**src/rtl/line_drawer.sv**
```systemverilog
// Bresenham line rasteriser: latches two endpoints and streams one pixel per accepted cycle.
// Screen clipping is optional and enabled by defining LINE_DRAWER_CLIP_EN.
module line_drawer (
    input  logic       i_clk,
    input  logic       i_reset,
    input  logic       i_start,
    input  logic [8:0] i_x0,
    input  logic [8:0] i_x1,
    input  logic [7:0] i_y0,
    input  logic [7:0] i_y1,
    input  logic [2:0] i_color,
    input  logic       i_ready,
    output logic       o_plot,
    output logic [8:0] o_x,
    output logic [7:0] o_y,
    output logic [2:0] o_color,
    output logic       o_busy,
    output logic       o_done
);

    typedef enum logic [1:0] {
        IDLE = 2'd0,
        INIT = 2'd1,
        DRAW = 2'd2,
        DONE = 2'd3
    } state_t;

    state_t state, state_nxt;

    // Endpoints as latched from the ports
    logic [8:0] lx0, lx1;
    logic [7:0] ly0, ly1;
    logic [2:0] color;

    // Walk state: x is always the major axis after the steep swap
    logic              steep;
    logic              ystep_neg;
    logic [8:0]        x, y, x_end;
    logic [8:0]        dx, dy;
    logic signed [10:0] err;

    // INIT-cycle setup, derived from the latched endpoints
    logic [8:0] adx, ady;
    logic       init_steep;
    logic [8:0] ax0, ay0, ax1, ay1;
    logic [8:0] sx0, sy0, sx1, sy1;
    logic [8:0] init_dx, init_dy;
    logic       init_ystep_neg;
    logic signed [10:0] init_err;

    always_comb begin
        adx        = (lx1 >= lx0) ? (lx1 - lx0) : (lx0 - lx1);
        ady        = {1'b0, (ly1 >= ly0) ? (ly1 - ly0) : (ly0 - ly1)};
        init_steep = (ady > adx);

        ax0 = init_steep ? {1'b0, ly0} : lx0;
        ay0 = init_steep ? lx0 : {1'b0, ly0};
        ax1 = init_steep ? {1'b0, ly1} : lx1;
        ay1 = init_steep ? lx1 : {1'b0, ly1};

        if (ax0 > ax1) begin
            sx0 = ax1;
            sy0 = ay1;
            sx1 = ax0;
            sy1 = ay0;
        end else begin
            sx0 = ax0;
            sy0 = ay0;
            sx1 = ax1;
            sy1 = ay1;
        end

        init_dx        = sx1 - sx0;
        init_dy        = (sy1 >= sy0) ? (sy1 - sy0) : (sy0 - sy1);
        init_ystep_neg = !(sy0 < sy1);
        init_err       = -$signed({3'b000, init_dx[8:1]});
    end

    // Screen-space pixel and the accept condition
    logic [8:0]         px;
    logic [7:0]         py;
    logic               offscreen;
    logic               consume;
    logic signed [10:0] err_sum;

    always_comb begin
        px = steep ? y : x;
        py = steep ? x[7:0] : y[7:0];
`ifdef LINE_DRAWER_CLIP_EN
        offscreen = (px >= 9'd336) || (py >= 8'd210);
`else
        offscreen = 1'b0;
`endif
        consume = (state == DRAW) && (i_ready || offscreen);
        err_sum = err + $signed({2'b00, dy});
    end

    always_ff @(posedge i_clk) begin
        if (i_reset) begin
            state <= IDLE;
        end else begin
            state <= state_nxt;
        end
    end

    always_comb begin
        state_nxt = state;
        o_busy    = 1'b1;
        o_done    = 1'b0;
        o_plot    = 1'b0;
        case (state)
            IDLE: begin
                o_busy = 1'b0;
                if (i_start) begin
                    state_nxt = INIT;
                end
            end
            INIT: begin
                state_nxt = DRAW;
            end
            DRAW: begin
                o_plot = !offscreen;
                if (consume && (x == x_end)) begin
                    state_nxt = DONE;
                end
            end
            DONE: begin
                o_done    = 1'b1;
                state_nxt = IDLE;
            end
            default: begin
                state_nxt = IDLE;
            end
        endcase
    end

    always_ff @(posedge i_clk) begin
        if (i_reset) begin
            lx0       <= '0;
            lx1       <= '0;
            ly0       <= '0;
            ly1       <= '0;
            color     <= '0;
            steep     <= 1'b0;
            ystep_neg <= 1'b0;
            x         <= '0;
            y         <= '0;
            x_end     <= '0;
            dx        <= '0;
            dy        <= '0;
            err       <= '0;
        end else begin
            case (state)
                IDLE: begin
                    if (i_start) begin
                        lx0   <= i_x0;
                        lx1   <= i_x1;
                        ly0   <= i_y0;
                        ly1   <= i_y1;
                        color <= i_color;
                    end
                end
                INIT: begin
                    steep     <= init_steep;
                    ystep_neg <= init_ystep_neg;
                    x         <= sx0;
                    y         <= sy0;
                    x_end     <= sx1;
                    dx        <= init_dx;
                    dy        <= init_dy;
                    err       <= init_err;
                end
                DRAW: begin
                    if (consume && (x != x_end)) begin
                        x <= x + 9'd1;
                        if (err_sum > 11'sd0) begin
                            y   <= ystep_neg ? (y - 9'd1) : (y + 9'd1);
                            err <= err_sum - $signed({2'b00, dx});
                        end else begin
                            err <= err_sum;
                        end
                    end
                end
                default: begin
                end
            endcase
        end
    end

    assign o_x     = px;
    assign o_y     = py;
    assign o_color = color;

endmodule

```
**config.mk**
```make
export PLATFORM = sky130hd
export DESIGN_NAME = line_drawer
export DESIGN_NICKNAME = d
export VERILOG_FILES = /design/src/rtl/line_drawer.sv
export SDC_FILE = /design/constraint.sdc
export NUM_CORES = 1
export LEC_CHECK = 0
export BUFFER_PORTS_ARGS = -buffer_cell sky130_fd_sc_hd__buf_4
export CAP_MARGIN = 20
export CORE_MARGIN = 8
export CORE_UTILIZATION = 55
export DETAILED_ROUTE_END_ITERATION = 16
export GPL_ROUTABILITY_DRIVEN = 1
export PLACE_DENSITY = 0.76
export SLEW_MARGIN = 20
export SYNTH_ARGS = -nofsm -noshare
export SYNTH_HDL_FRONTEND = slang
export SYNTH_SLANG_ARGS = --single-unit
```
**constraint.sdc**
```tcl
create_clock -name i_clk -period 10.1 [get_ports i_clk]
set_clock_uncertainty 0.15 [all_clocks]
set_input_delay 1.01 -clock i_clk [delete_from_list [all_inputs] [get_ports i_clk]]
set_output_delay 1.01 -clock i_clk [all_outputs]
set_load 0.01 [all_outputs]
```
**Word level (Yosys, flattened, before mapping)**

Cells that the tools add are included.

- Register bits: 97
- Input bits: 41
- Output and inout bits: 23
- Word-level logic and storage cells: 81

- Add/sub/neg operators: 13
- Magnitude comparators: 7
- Equal/unequal tests: 9
- Mux-type cells: 28
- Reductions and logical operators: 10

Operator list:

| cell | number |
|---|---|
| 9-bit two-way mux | 15 |
| 9-bit subtractor | 5 |
| 9-bit one-hot mux with 2 select lines | 2 |
| 11-bit two-way mux | 2 |
| 11-bit one-hot mux with 2 select lines | 1 |
| 9-bit by 1-bit adder with 9-bit output (second input constant) | 2 |
| 9-bit greater-or-equal comparator | 2 |
| 8-bit two-way mux | 2 |
| 8-bit subtractor | 2 |
| 11-bit by 10-bit adder with 11-bit output | 1 |
| 11-bit by 1-bit > comparator with 1-bit output (second input constant) | 1 |
| 8-bit negator with 11-bit output | 1 |
| 11-bit by 10-bit subtractor with 11-bit output | 1 |
| 9-bit == test | 1 |
| 8-bit by 9-bit > comparator with 1-bit output | 1 |
| 9-bit > comparator | 1 |
| 9-bit < comparator | 1 |
| 9-bit != test | 1 |
| 9-bit by 1-bit subtractor with 9-bit output (second input constant) | 1 |
| 8-bit greater-or-equal comparator | 1 |
| 2-bit one-hot mux with 4 select lines | 1 |
| 2-bit by 1-bit != test with 1-bit output (second input constant) | 3 |
| 2-bit AND reduction | 3 |
| 2-bit == test (second input constant) | 2 |
| 9 further kinds | 14 |

**Depth between registers and ports, before layout**

- Depth after elaboration: 9
- Mapped depth: 58
- Depth with buffers taken out: 50

**Worst setup path after synthesis**

Ideal clock, no wire load.

- Path type: reg2reg
- From: reg ly0[1]
- To: reg dy[8]
- Library setup time: 122 ps
- Arrival time: 10,599 ps
- Required time: 9,828 ps
- Slack: -771 ps
- Stages on the path, launching flop included: 55
- Buffers on the path: 10
- Clock period less this slack: 10,871 ps
- Cell sequence: dfxtp_1 -> clkbuf_1 -> inv_1 -> fa_1 -> a21oi_1 -> o21ai_0 -> a21oi_1 -> o21bai_1 -> a21o_1 -> a21oi_1 -> clkbuf_1 -> mux2i_1 -> a31oi_1 -> or3b_2 -> o221ai_1 -> o21ai_0 -> a21oi_1 -> xnor2_1 -> [19 not listed] -> buf_1 -> buf_1 -> o211ai_1 -> and2_1 -> ha_1 -> a21o_1 -> a21oi_1 -> o21bai_1 -> a21oi_1 -> o21ai_0 -> a21oi_1 -> buf_1 -> mux2i_1 -> o21ai_0 -> a21oi_1 -> o221ai_1 -> nor4b_1 -> a311o_1

- Cells in the longest elaborated chain, start to end: 8
- Elaborated cells between the ends (all ways): 16
- Classes of those cells: add/sub: 4; order compare: 4; mux: 8

Ends and longest elaborated chain:

| what | RTL line | source |
|---|---|---|
| start, declared | 32 | `logic [7:0] ly0, ly1;` |
| start signal, assigned | 158 | `ly0 <= i_y0;` |
| 8-bit subtractor or 8-bit greater-or-equal comparator (tied branches) | 53 | `ady = {1'b0, (ly1 >= ly0) ? (ly1 - ly0) : (ly0 - ly1)};` |
| 8-bit two-way mux | 53 |  |
| 8-bit by 9-bit > comparator with 1-bit output | 54 | `init_steep = (ady > adx);` |
| 9-bit two-way mux (on tied branches) | 56, 58 |  |
| 9-bit > comparator | 61 | `if (ax0 > ax1) begin` |
| 9-bit two-way mux | 61 |  |
| 9-bit subtractor or 9-bit greater-or-equal comparator (tied branches) | 74 | `init_dy = (sy1 >= sy0) ? (sy1 - sy0) : (sy0 - sy1);` |
| 9-bit two-way mux * | 74 |  |
| end signal, assigned | 170 | `dy <= init_dy;` |
| end, declared | 39 | `logic [8:0] dx, dy;` |

Mark *: on every way between the ends. The rest lies on a longest branch, timed or not.
A chain may end at the register's enable or synchronous reset.

**Final worst setup path**

- From: reg ly1[0]
- To: reg err[10]

- Cells in the longest elaborated chain, start to end: 9
- Elaborated cells between the ends (all ways): 13
- Classes of those cells: add/sub: 4; order compare: 3; mux: 6

Ends and longest elaborated chain:

| what | RTL line | source |
|---|---|---|
| start, declared | 32 |  |
| start signal, assigned | 159 | `ly1 <= i_y1;` |
| 8-bit subtractor or 8-bit greater-or-equal comparator (tied branches) | 53 |  |
| 8-bit two-way mux | 53 |  |
| 8-bit by 9-bit > comparator with 1-bit output | 54 |  |
| 9-bit two-way mux (on tied branches) | 56, 58 |  |
| 9-bit > comparator | 61 |  |
| 9-bit two-way mux | 61 |  |
| 9-bit subtractor * | 73 | `init_dx = sx1 - sx0;` |
| 8-bit negator with 11-bit output * | 76 | `init_err = -$signed({3'b000, init_dx[8:1]});` |
| 11-bit one-hot mux with 2 select lines * | 153 | `case (state)` |
| end signal, assigned | 171 | `err <= init_err;` |
| end signal, assigned | 178 | `err <= err_sum - $signed({2'b00, dx});` |
| end signal, assigned | 180 | `err <= err_sum;` |
| end, declared | 40 | `logic signed [10:0] err;` |

Marked as above.

==> results.yml <==
run_status:
  status: "complete, no violations"
sta:
  min_period_ns: 9.82
  maxSlewViolCount: 0
  finalSetupViolCount: 0
  tightestPinTransition_ns: 0.941
  period_share_pct: 97.2
  fmax_mhz: 102
  final_hold_viol_count: 0
  setup_ws_ns: 0.282
  slew_headroom_pct: 37.3
  finalHoldWorstSlack_ns: 0.306
yosys:
  async_flop_share_pct: 0
  synth_nets: 1463
  synth_flop_cell: "dfxtp_1"
  yosys_warnings: 0
  syn-cell-area_mm2: 0.00968
  ys_ff_latch: 97
  synth_edf_count: 0
  synth.avg_cell_area_um2: 7.36
  ys_seq_area_share_pct: 20.1
  syn_inst: 1315
  yosysUniqueCellTypes: 80
route:
  num_vias: 9945
  wl_per_cell_um: 19.2
  antenna_left: 0
  first_iter_violations: 1058
  drt_wl_total_um: 31300
  firstDrtPassIters: 6
  drc: 0
  vias_per_cell: 6.10
placed_design:
  place_ws_ns: -0.225
  hpwl_um: 23700
  port_buffers: 63
  gp_congestion: 0.962
  postPlaceCellArea_mm2: 0.0105
worst_hold_path:
  min_path_cells: 2
  min_from: "o_color[2]"
  hold_path_class: "reg -> reg"
worst_setup_path:
  critPathLaunch: "ly1[0]"
  path_delay_family: "compound AO/OA/AOI/OAI gates"
  crit_fanout: 7
  critPathBufInv: 3
  max_stage_delay_ns: 0.53
  critical_path_class: "reg -> reg"
  required_ns: 10.18
  arrival_ns: 9.90
  cp-start-kind: "register"
  cp_common_cell: "a21oi_1"
  cp.depth: 46
  worst_setup_path_end_kind: "register"
  r2r_start: "ly1[0]"
  r2r_cells: 46
  slowest_stage: "or4b_4"
global_route:
  antenna_found_initial: 0
  grt_pass1_wl_um: 48100
  use_met1_pct: 35.8
  grt_util_met3_pct: 5.17
  grt_overflow: 0
  grt_pass1_vias: 9127
  track_usage_pct: 27.2
  top_usage_layer: "met2"
  grt_use_met2_pct: 42.1
  grt_max_degree: 57
floorplanning:
  core_mm2: 0.0172
  start_util_pct: 56.1
  dieArea_mm2: 0.0221
  die_h_um: 149
  rows: 48
  chipWidth_um: 149
  ioPinCount: 64
final_layout:
  drive_gt1_share_pct: 17.2
  syn_to_final_growth_pct: 16.3
  final_cell_area_mm2: 0.0113
  seq_area_mm2: 0.00194
  fill_cells: 1501
  nets: 1547
  n_antenna_cell: 0
  multi_input_area_mm2: 0.00719
cts:
  cts.sinks: 97
  clockBufferDepth: 2
  cts_buffers: 9
  clk_latency_ns: 0.36
  htreeDepth: 3
  cts_root_buffer: "clkbuf_16"
  tritoncts: "built"
  clk_pin_slew_ns: 0.07
job:
  drv_cap: 0
[logic make-up (layout without fill, tap and decap cells)]
group | after synthesis | after routing | synth area share, %
compound gates | 377 | 377 | 25.0
xor+xnor | 56 | 56 | 5.07
fa+ha+maj | 108 | 108 | 14.6
buf+inv | 185 | 272 | 7.73
flops | 97 | 97 | 20.1
mux | 78 | 79 | 8.52
simple gates | 414 | 415 | 19.0
[cells in the final DEF (no fill, tap or decap), types with 9 or more instances in the layout]
master     synthesis  final
nand2_1          179    179
buf_4              3    135
nor2_1           128    128
a21oi_1          134    126
inv_1            111    109
dfxtp_1           97     96
ha_1              98     95
o21ai_0           58     50
mux2i_1           51     44
xnor2_1           37     37
a211oi_1          34     32
o211ai_1          24     24
mux2_2            24     23
a21o_1            19     19
xor2_1            19     19
nor3_1            19     19
nand3_1           15     15
a31oi_1           17     15
o21ai_1            7     13
o21bai_1          12     12
a21oi_2            2     10
clkbuf_16          0      9
[through the flow]
stage	std cells	utilization [%]	setup TNS, ns
after floorplan	1315	-	0
after global placement	1577	60.9	0
after detailed placement	1577	60.9	-0.654
after CTS	1595	62.7	0
after global routing	1629	65.3	-0.854
final	1629	65.3	0
[synthesized netlist by cell type, types with 18 or more instances]
master    count  area [um2]
nand2_1     179         672
clkbuf_1     38         143
o21ai_0      58         290
a21oi_1     134         671
mux2i_1      51         510
ha_1         98        1230
xnor2_1      37         324
mux2_2       24         270
nor3_1       19        95.1
nor2_1      128         480
buf_1        18        67.6
a21o_1       19         143
xor2_1       19         166
a211oi_1     34         255
o211ai_1     24         180
inv_1       111         417
dfxtp_1      97        1940
[routing by layer]
layer / vias up / share of wire, %
met4: 0 / 3.6
met2: 473 / 44
met1: 4600 / 44
li1: 4784 / -
met3: 88 / 7.9
met5: - / 0
[registers in the layout (all words and copies together), names as in the netlist]
| register | flops |
|---|---|
| steep | 1 |
| x_end | 9 |
| state | 2 |
| o_color | 3 |
| dx | 9 |
| lx0 | 9 |
| x | 9 |
| ly1 | 8 |
| dy | 9 |
| ly0 | 8 |
| y | 9 |
| ystep_neg | 1 |
| err | 11 |
| lx1 | 9 |
[final timing paths]
kind	end	slack (ns)
max	err[10]	0.28
min	o_color[2]	0.31
max reg2reg	err[10]	0.28
min reg2reg	o_color[2]	0.31
[what timing repair did]
action,CTS,global route
pin swaps,0,27
setup endpoints to repair,10,17
gates resized for setup,8,48
setup buffers,2,32
hold buffers,0,0
cloned,0,2
[worst reg2reg max path, delay by kind of cell, from the launching register on]
| kind | cells | cell delay [ns] |
|---|---|---|
| buffers and inverters | 3 | 0.28 |
| muxes | 3 | 0.81 |
| and+or+nand+nor | 12 | 2.75 |
| xor gates and xnor gates | 2 | 0.38 |
| DFF | 1 | 0.32 |
| adders and majority gates | 5 | 1.27 |
| AOI/OAI and AO/OA | 21 | 3.72 |
[layout make-up]
| class | instances | area share, % |
|---|---|---|
| Multi-Input combinational cell | 1035 | 63.9 |
| Timing Repair Buffer | 144 | 10.1 |
| Sequential cell | 97 | 17.3 |
| Tap cell | 225 | 2.50 |
| Inverter | 112 | 3.74 |
| Clock buffer | 11 | 2.16 |
| Clock inverter | 5 | 0.334 |
Power is left out: the tool's default activity adds up to more than one toggle a clock period on the data nets, which glitch-free logic cannot reach.
